<file path="src/rtl/sat_counter.sv">
// Saturating up-counter with synchronous clear; holds at all-ones.
// Latency: count updates 1 cycle after inc/clr.
// Backpressure: none; inc is ignored once saturated.
// Ports: clk, rst (sync, active-high), clr (sync clear), inc, cnt[W-1:0].
module sat_counter
#(
   parameter int W = 16
)
(
   input  logic         clk,
   input  logic         rst,
   input  logic         clr,
   input  logic         inc,
   output logic [W-1:0] cnt
);

   logic [W-1:0] cnt_q;
   logic [W-1:0] cnt_d;

   always_comb begin
      cnt_d = cnt_q;
      if (clr) begin
         cnt_d = '0;
      end else if (inc && (cnt_q != '1)) begin
         cnt_d = cnt_q + 1'b1;
      end
   end

   always_ff @(posedge clk) begin
      if (rst) begin
         cnt_q <= '0;
      end else begin
         cnt_q <= cnt_d;
      end
   end

   assign cnt = cnt_q;

endmodule

</file>
<file path="config.mk">
export PLATFORM = sky130hd
export DESIGN_NAME = sat_counter
export DESIGN_NICKNAME = d
export VERILOG_FILES = /design/src/rtl/sat_counter.sv
export SDC_FILE = /design/constraint.sdc
export NUM_CORES = 1
export LEC_CHECK = 0
export ABC_AREA = 1
export CORE_MARGIN = 4
export CORE_UTILIZATION = 46
export CTS_CLUSTER_SIZE = 40
export DETAILED_ROUTE_END_ITERATION = 16
export PLACE_DENSITY = 0.8
export RECOVER_POWER = 50
export SLEW_MARGIN = 20
export SYNTH_ARGS = -nofsm -noshare
export SYNTH_HDL_FRONTEND = slang
export SYNTH_SLANG_ARGS = --single-unit
</file>
<file path="constraint.sdc">
create_clock -name clk -period 3.75 [get_ports clk]
set_input_delay 0.5625 -clock clk [delete_from_list [all_inputs] [get_ports clk]]
set_output_delay 0.5625 -clock clk [all_outputs]
set_load 0.005 [all_outputs]
</file>
==> results.sh, run 1 <==
export IMPL_ys_ff_latch=16
export IMPL_worstSetupPathType="in -> reg"
export IMPL_coreArea_sq_um=2020
export IMPL_ant_nets=0
export IMPL_setup_tns_ns=0
export IMPL_whs_path_depth=2
export IMPL_crit_reg2reg_capture="cnt[14]$_SDFFE_PP0P_"
export IMPL_reg2reg_from="cnt[0]$_SDFFE_PP0P_"
export IMPL_diodes=0
export IMPL_route_detailed_drc=0
export IMPL_io_buffer_count=19
export IMPL_relSlewSlack_pct=32.9
export IMPL_synth_edf_count=0
export IMPL_htree_levels=1
export IMPL_grt_total_usage_pct=17.6
export IMPL_cts_tree="built"
export IMPL_start_util_pct=49.7
export IMPL_hp_class="reg -> reg"
export IMPL_grt_pass1_vias=958
export IMPL_grt_max_degree=17
export IMPL_crit_chain="dlygate4sd3_1 -> nor2_1 -> o21ai_0 -> nor2_1"
export IMPL_async_flop_share_pct=0
export IMPL_cts_root_buf="clkbuf_4"
export IMPL_cap_violations=0
export IMPL_hold_viol=0
export IMPL_die_width_um=54.7
export IMPL_firstDrtPassIters=4
export IMPL_largest_reg_flops=16
export IMPL_syn_area_sq_um=1000
export IMPL_final_core_util_pct=60.8
export IMPL_synthTopCellsByCount="nand2_1 (43), nor2_1 (38), dfxtp_1 (16), inv_1 (15), nand3_1 (13)"
export IMPL_ys_flop_type="dfxtp_1"
export IMPL_yosysTopAreaCellShare_pct=31.9
export IMPL_rrSetupSlack_ns=2.22
export IMPL_hpwl_mm=1.74
export IMPL_viasPerCell=5.02
export IMPL_yosysSeqAreaShare_pct=31.9
export IMPL_hold_end="cnt[1]$_SDFFE_PP0P_"
export IMPL_cts_setup_buffers=0
export IMPL_synth_fp_nets=161
export IMPL_clk_latency_ns=0.28
export IMPL_vias=1019
export IMPL_synth_cell_type_count=20
export IMPL_arrival_ns=2.20
export IMPL_leakagePower_nw=0.546
export IMPL_die_area_sq_um=3000
export IMPL_yosys_cell_count_top_type="nand2_1"
export IMPL_netlist_instances=156
export IMPL_clk_path_buf_depth=2
export IMPL_irDropWorstVdd_uv=179
export IMPL_drt_iter0_markers=29
export IMPL_grt_pass1_wl_mm=3.83
export IMPL_power_density_nw_per_um2=225
export IMPL_rsz0062_at_grt="false"
export IMPL_fin_nets=183
export IMPL_crit_top_cell="nor2_1"
export IMPL_clock_skew_ns=0.00546
export IMPL_wl_per_cell_um=10.8
export IMPL_setup_viol=0
export IMPL_cts_sink_count=16
export IMPL_r2r_cells=8
export IMPL_critical_path_max_stage_delay_ns=0.77
export IMPL_drv_slew=0
export IMPL_hold_buffers=0
export IMPL_startpoint_type="input port"
export IMPL_required_ns=3.97
export IMPL_clk_pin_slew_ns=0.09
export IMPL_min_period_over_period_pct=52.9
export IMPL_finalCriticalPeriod_ns=1.98
export IMPL_fp_dieH_um=54.7
export IMPL_avgSynthCellArea_sq_um=6.44
export IMPL_n_fill_cell=193
export IMPL_status="finished, final reports clean"
export IMPL_worstHoldStart="cnt[1]$_SDFFE_PP0P_"
export IMPL_drt_wl_total_mm=2.19
export IMPL_rows=16
export IMPL_post_cts_resized=0
export IMPL_cp_slowest_cell="nor2_1"
export IMPL_path_max_fanout=16
export IMPL_endpoint_kind="flop"
export IMPL_fmax_mhz=504
export IMPL_ys_warn_count=0
export IMPL_worst_pin_slew_ns=1.00
export IMPL_synthToLayoutAreaGrowth_pct=22.3
export IMPL_gr_total_overflow=0
export IMPL_io_pins=20
export IMPL_netlist_top_cells_area="dfxtp_1 (32%), nand2_1 (16%), nor2_1 (14%)"
export IMPL_drive_gt1_share_pct=11.4
export IMPL_gp_congestion=0.835
export IMPL_yosysTopAreaCell="dfxtp_1"
export IMPL_antenna_found_initial=0
export IMPL_numCtsBuffers=3
export IMPL_hold_ws_ns=0.526
metrics by stage:
step / total power, mW / setup slack, ns / instance area [sq um] / std cells
after floorplan: 0.186 / 2.37 / 1000 / 156
after global placement: 0.192 / 1.65 / 1210 / 200
after detailed placement: 0.193 / 1.59 / 1210 / 200
after CTS: 0.279 / 1.89 / 1230 / 203
after global routing: 0.291 / 1.55 / 1230 / 203
final: 0.276 / 1.77 / 1230 / 203
cell families (layout without fill, tap and decap cells):
family / after synthesis / after routing / synth area share (%)
compound gates: 9 / 9 / 4.48
fa+ha+maj: 1 / 1 / 1.25
buf+inv: 18 / 38 / 8.22
flops: 16 / 16 / 31.9
simple gates: 112 / 112 / 54.2
how the worst max path moves through the flow:
stage | start | cells after the start | slack (ns) | endpoint
after detailed placement | clr | 4 | 1.59 | cnt[12]$_SDFFE_PP0P_
final | clr | 4 | 1.77 | cnt[12]$_SDFFE_PP0P_
after floorplan | cnt[0]$_SDFFE_PP0P_ | 7 | 2.37 | cnt[15]$_SDFFE_PP0P_
after global routing | clr | 4 | 1.55 | cnt[12]$_SDFFE_PP0P_
after CTS | clr | 4 | 1.89 | cnt[12]$_SDFFE_PP0P_
after global placement | clr | 4 | 1.65 | cnt[12]$_SDFFE_PP0P_
layout make-up:
| type | instances | area [sq um] | area share (%) |
|---|---|---|---|
| clock buffers | 3 | 22.5 | 1.83 |
| inverters | 16 | 60.1 | 4.89 |
| multi-input cells | 122 | 602 | 49.0 |
| flip-flops and latches | 16 | 320 | 26.1 |
| well taps | 27 | 33.8 | 2.75 |
| repair buffers | 19 | 190 | 15.5 |
critical path: cells and delay by family:
family	cells	cell delay, ns
and+or+nand+nor	2	0.90
AOI/OAI and AO/OA	1	0.21
buffers and inverters	1	0.53
where the power goes:
part	leakage (nW)	switching, mW	internal (mW)	total (mW)
combinational	0.403	0.00889	0.00742	0.0163
clock	0.0138	0.0508	0.0373	0.0881
sequential	0.129	0.00104	0.171	0.172
routing by layer:
layer | track usage [%] | routed length [um]
met4 | 8.71 | 48
met3 | 2.72 | 105
met2 | 29.9 | 1100
met5 | 0 | 0
met1 | 21.0 | 937
cell usage in the layout, fill, tap and decap left out:
| cell type | n |
|---|---|
| a21oi_1 | 7 |
| and2_2 | 1 |
| and3_2 | 1 |
| clkbuf_4 | 3 |
| clkdlybuf4s50_1 | 3 |
| dfxtp_1 | 16 |
| dlygate4sd3_1 | 16 |
| ha_1 | 1 |
| inv_1 | 15 |
| inv_2 | 1 |
| nand2_1 | 43 |
| nand2_2 | 1 |
| nand2_4 | 2 |
| nand3_1 | 13 |
| nand3b_1 | 1 |
| nand4_1 | 1 |
| nand4_4 | 1 |
| nor2_1 | 38 |
| nor2_2 | 5 |
| nor2_4 | 4 |
| nor2_8 | 1 |
| o21ai_0 | 2 |
No activity file was read; power rests on OpenSTA's default activity.
==> run 2: changes to the inputs <==
Clock period 3.75 ns to 1.94 ns, I/O delays scaled along.
==> run 2 against run 1 <==
  * Wire length is 0.68% lower
  * Cell count up 0.99%
  * Non-clock buffer count increased by 1
  * Die area is the same
  * Register-to-register slack worse by 1.9 ns
  * Total power up 110%
  * Critical path depth decreased by 3
==> results.sh, run 2 (same netlist as run 1, synthesis figures left out) <==
export IMPL_numCtsBuffers=3
export IMPL_leakagePower_nw=0.508
export IMPL_reg2reg_from="cnt[0]$_SDFFE_PP0P_"
export IMPL_min_period_over_period_pct=81.7
export IMPL_required_ns=1.65
export IMPL_io_pins=20
export IMPL_hold_viol=0
export IMPL_gp_congestion=0.908
export IMPL_r2r_cells=6
export IMPL_start_util_pct=49.7
export IMPL_path_delay_family="buffers and inverters"
export IMPL_final_common_cell="nand2_1"
export IMPL_cts_tree="built"
export IMPL_power_density_nw_per_um2=480
export IMPL_synthToLayoutAreaGrowth_pct=22.2
export IMPL_hpwl_mm=1.69
export IMPL_final_cell_mix="nand2_1 (44), nor2_1 (40), dfxtp_1 (16), inv_1 (15), nand3_1 (13)"
export IMPL_hold_buffers=0
export IMPL_cap_violations=0
export IMPL_coreArea_sq_um=2020
export IMPL_die_width_um=54.7
export IMPL_diodes=0
export IMPL_grt_total_usage_pct=18.5
export IMPL_rows=16
export IMPL_setup_viol=0
export IMPL_startpoint="cnt[3]$_SDFFE_PP0P_"
export IMPL_path_depth=1
export IMPL_drt_iter0_markers=20
export IMPL_setup_tns_ns=0
export IMPL_cts_setup_buffers=0
export IMPL_route_detailed_drc=0
export IMPL_arrival_ns=1.29
export IMPL_relSlewSlack_pct=76.5
export IMPL_finalNonFillerCells=205
export IMPL_crit_buf_inv=1
export IMPL_io_buffer_count=19
export IMPL_clk_path_buf_depth=2
export IMPL_worstSetupPathType="reg -> out"
export IMPL_fmax_mhz=631
export IMPL_cts_root_buf="clkbuf_4"
export IMPL_drv_slew=0
export IMPL_endpoint_kind="primary output"
export IMPL_grt_pass1_vias=969
export IMPL_path_max_fanout=6
export IMPL_n_fill_cell=190
export IMPL_viasPerCell=5.01
export IMPL_endpoint="cnt[3]"
export IMPL_grt_pass1_wl_mm=4.00
export IMPL_cts_sink_count=16
export IMPL_post_cts_resized=0
export IMPL_fp_dieH_um=54.7
export IMPL_vias=1027
export IMPL_irDropWorstVdd_uv=461
export IMPL_ant_nets=0
export IMPL_die_area_sq_um=3000
export IMPL_largest_reg_flops=16
export IMPL_grt_max_degree=17
export IMPL_drive_gt1_share_pct=10.1
export IMPL_crit_chain="dlygate4sd3_1"
export IMPL_worst_pin_slew_ns=0.351
export IMPL_gr_total_overflow=0
export IMPL_fin_nets=184
export IMPL_wl_per_cell_um=10.6
export IMPL_startpoint_type="flop"
export IMPL_antenna_found_initial=0
export IMPL_finalCriticalPeriod_ns=1.59
export IMPL_htree_levels=1
export IMPL_cp_slowest_cell="dlygate4sd3_1"
export IMPL_clock_skew_ns=0.00695
export IMPL_status="finished, final reports clean"
export IMPL_rsz0062_at_grt="false"
export IMPL_rrSetupSlack_ns=0.37
export IMPL_clk_pin_slew_ns=0.10
export IMPL_clk_latency_ns=0.29
export IMPL_firstDrtPassIters=4
export IMPL_hp_class="reg -> reg"
export IMPL_worstHoldStart="cnt[1]$_SDFFE_PP0P_"
export IMPL_drt_wl_total_mm=2.18
export IMPL_crit_reg2reg_capture="cnt[14]$_SDFFE_PP0P_"
export IMPL_critical_path_max_stage_delay_ns=0.59
export IMPL_place_inst=201
[run 2: cell count changes in the layout (fill, tap and decap cells not counted)]
cell             delta
nand2_1             +1
nand4_4             -1
dlygate4sd3_1       -8
nor2_1              +2
nand4_2             +1
and2_0              +1
clkbuf_8            +1
nand2_4             -1
buf_4               +1
and2_2              -1
clkdlybuf4s50_1     +8
nor2_2              -2
[run 2: report_power, final]
group,switching [mW],total [mW],internal (mW),leakage [nW]
logic,0.0169,0.0324,0.0155,0.358
registers,0.00202,0.332,0.330,0.129
clock network,0.110,0.224,0.114,0.0210
total,0.129,0.589,0.460,0.508
[run 2: worst min path at each step]
stage | end | slack, ns | depth (start not counted)
2_1_floorplan | cnt[1]$_SDFFE_PP0P_ | 0.51 | 2
3_3_place_gp | cnt[1]$_SDFFE_PP0P_ | 0.50 | 2
3_5_place_dp | cnt[1]$_SDFFE_PP0P_ | 0.52 | 2
4_1_cts | cnt[1]$_SDFFE_PP0P_ | 0.53 | 2
5_1_grt | cnt[1]$_SDFFE_PP0P_ | 0.57 | 2
6_report | cnt[1]$_SDFFE_PP0P_ | 0.53 | 2
[run 2: metal layers]
metal  track usage (%)  vias to the layer above  wire length, um
li1                  -                      529                -
met1              23.0                      476              991
met2              30.7                       18             1070
met3              2.72                        4               78
met4              8.71                        0               38
met5                 0                        -                0
[run 2: metrics by stage]
stage                     instance area [sq um]  setup WS (ns)  hold WS [ns]  util (%)  power, mW
final                                      1230          0.355         0.530      60.7      0.589
after global routing                       1230          0.178         0.569      60.7      0.612
after CTS                                  1250          0.381         0.533      61.8      0.594
after detailed placement                   1210          0.237         0.519      60.0      0.374
after global placement                     1210          0.324         0.504      60.0      0.372
after floorplan                            1000          0.560         0.509         -      0.359
[run 2: cell type report]
type | instances | area (sq um) | area share, %
inverters | 16 | 60.1 | 4.89
multi-input cells | 122 | 579 | 47.2
well taps | 27 | 33.8 | 2.75
repair buffers | 20 | 198 | 16.1
flip-flops and latches | 16 | 320 | 26.1
clock buffers | 4 | 36.3 | 2.96
==> run 3: changes to the inputs <==
Settings changed: CORE_UTILIZATION 46 to 45, PLACE_DENSITY 0.8 to 0.82.
Clock period 1.94 ns to 1.4 ns, I/O delays scaled along.
==> run 3 against run 2 <==
  * Wire length is 19% higher
  * First-iteration DRC count is 80% higher
  * Total power is 27% higher
  * Count of clock-buffer cells in the layout is 1 lower
  * Largest power group unchanged
==> results.sh, run 3 (same netlist as run 1, synthesis figures left out) <==
export IMPL_cts_tree="built"
export IMPL_wl_per_cell_um=12.2
export IMPL_relSlewSlack_pct=85.5
export IMPL_numCtsBuffers=3
export IMPL_largest_reg_flops=16
export IMPL_cap_violations=0
export IMPL_die_width_um=55.3
export IMPL_whs_path_depth=2
export IMPL_fin_ws_ns=0.0256
export IMPL_final_common_cell="nand2_1"
export IMPL_place_inst=207
export IMPL_cp_slowest_cell="clkdlybuf4s50_1"
export IMPL_crit_reg2reg_capture="cnt[14]$_SDFFE_PP0P_"
export IMPL_rows=16
export IMPL_grt_pass1_vias=1052
export IMPL_setup_tns_ns=0
export IMPL_cts_root_buf="clkbuf_4"
export IMPL_gr_total_overflow=0
export IMPL_hp_class="reg -> reg"
export IMPL_antenna_found_initial=0
export IMPL_setup_viol=0
export IMPL_finalNonFillerCells=213
export IMPL_crit_chain="clkdlybuf4s50_1"
export IMPL_worstSetupPathType="reg -> out"
export IMPL_drv_slew=0
export IMPL_fp_dieH_um=55.3
export IMPL_leakagePower_nw=0.725
export IMPL_vias=1085
export IMPL_status="finished, final reports clean"
export IMPL_clk_path_buf_depth=2
export IMPL_reg2reg_from="cnt[1]$_SDFFE_PP0P_"
export IMPL_rrSetupSlack_ns=0.06
export IMPL_critical_path_max_stage_delay_ns=0.50
export IMPL_clk_latency_ns=0.29
export IMPL_drive_gt1_share_pct=27.4
export IMPL_min_period_over_period_pct=98.2
export IMPL_r2r_cells=7
export IMPL_grt_pass1_wl_mm=4.38
export IMPL_worst_pin_slew_ns=0.217
export IMPL_required_ns=1.19
export IMPL_hold_viol=0
export IMPL_io_buffer_count=19
export IMPL_startpoint_type="flop"
export IMPL_grt_max_degree=15
export IMPL_htree_levels=1
export IMPL_endpoint_kind="primary output"
export IMPL_finalCriticalPeriod_ns=1.37
export IMPL_route_detailed_drc=0
export IMPL_gp_congestion=0.849
export IMPL_path_max_fanout=5
export IMPL_grt_total_usage_pct=16.9
export IMPL_power_density_nw_per_um2=533
export IMPL_synthToLayoutAreaGrowth_pct=39.6
export IMPL_cts_sink_count=16
export IMPL_startpoint="cnt[9]$_SDFFE_PP0P_"
export IMPL_coreArea_sq_um=2040
export IMPL_worstHoldStart="cnt[4]$_SDFFE_PP0P_"
export IMPL_final_cell_mix="nand2_1 (41), nor2_1 (36), inv_1 (15), nand3_1 (13), dfxtp_4 (10)"
export IMPL_start_util_pct=49.2
export IMPL_hold_end="cnt[4]$_SDFFE_PP0P_"
export IMPL_arrival_ns=1.16
export IMPL_irDropWorstVdd_uv=422
export IMPL_clock_skew_ns=0.00171
export IMPL_place_ws_ns=-0.158
export IMPL_rsz0062_at_grt="true"
export IMPL_hold_ws_ns=0.513
export IMPL_ant_nets=0
export IMPL_die_area_sq_um=3050
export IMPL_firstDrtPassIters=5
export IMPL_drt_iter0_markers=36
export IMPL_viasPerCell=5.09
export IMPL_drt_wl_total_mm=2.60
export IMPL_diodes=0
export IMPL_path_delay_family="buffers and inverters"
export IMPL_io_pins=20
export IMPL_crit_buf_inv=1
export IMPL_fin_nets=193
export IMPL_hold_buffers=0
export IMPL_hpwl_mm=1.80
export IMPL_clk_pin_slew_ns=0.09
export IMPL_fmax_mhz=728
==> run 3: cell count changes in the layout (fill, tap and decap cells not counted), sizes merged <==
cell           change
dlygate4sd2        +3
dlymetal6s2s       +8
clkdlybuf4s50      -3
clkbuf             -1
dlygate4sd3        -8
buf                +8
nand4              +1
==> run 3: final cells by class <==
| cell class | count | area, sq um |
|---|---|---|
| timing repair buffer | 28 | 274 |
| clock buffer | 3 | 22.5 |
| tap | 27 | 33.8 |
| sequential | 16 | 365 |
| inverter | 16 | 60.1 |
| multi-input combinational | 123 | 647 |
| fill | 176 | 639 |
==> run 3: routing by layer <==
| layer | GRT usage (%) | vias up | wire length (um) |
|---|---|---|---|
| li1 | - | 549 | - |
| met3 | 3.96 | 7 | 136 |
| met4 | 6.60 | 0 | 61 |
| met5 | 0 | - | 0 |
| met1 | 19.2 | 494 | 1070 |
| met2 | 30.2 | 35 | 1330 |
==> run 3: how the worst max path moves through the flow <==
stage / to / slack [ns] / cells after the start
CTS: cnt[2] / 0.0005 / 1
detailed placement: cnt[14]$_SDFFE_PP0P_ / -0.16 / 8
finish: cnt[9] / 0.03 / 1
global route: cnt[11]$_SDFFE_PP0P_ / -0.08 / 7
global placement: cnt[14]$_SDFFE_PP0P_ / -0.06 / 8
floorplan: cnt[15]$_SDFFE_PP0P_ / 0.02 / 7
==> run 3: power breakdown <==
part	switching [mW]	internal (mW)	total (mW)
clock	0.149	0.100	0.249
sequential	0.00278	0.438	0.441
combinational	0.0281	0.0303	0.0584
total	0.180	0.569	0.748
==> run 3: stage by stage <==
stage / instance area, sq um / total power [mW] / utilization (%)
after detailed placement: 1260 / 0.528 / 61.6
after global routing: 1400 / 0.792 / 68.7
after global placement: 1260 / 0.526 / 61.6
after floorplan: 1000 / 0.498 / -
after CTS: 1300 / 0.762 / 63.7
final: 1400 / 0.748 / 68.7
==> run 3: tightest hold or removal path, cell delays in order, from the launching register on <==
cell,delay [ns]
dfxtp_4,0.37
nor2_1,0.04
nor2_1,0.07
==> run 3: repair_timing <==
item	CTS	global route
cloned	0	1
endpoints found under the hold margin	0	0
pin swaps	0	6
setup endpoints to repair	18	29
buffers inserted	0	2
resized for setup	20	25
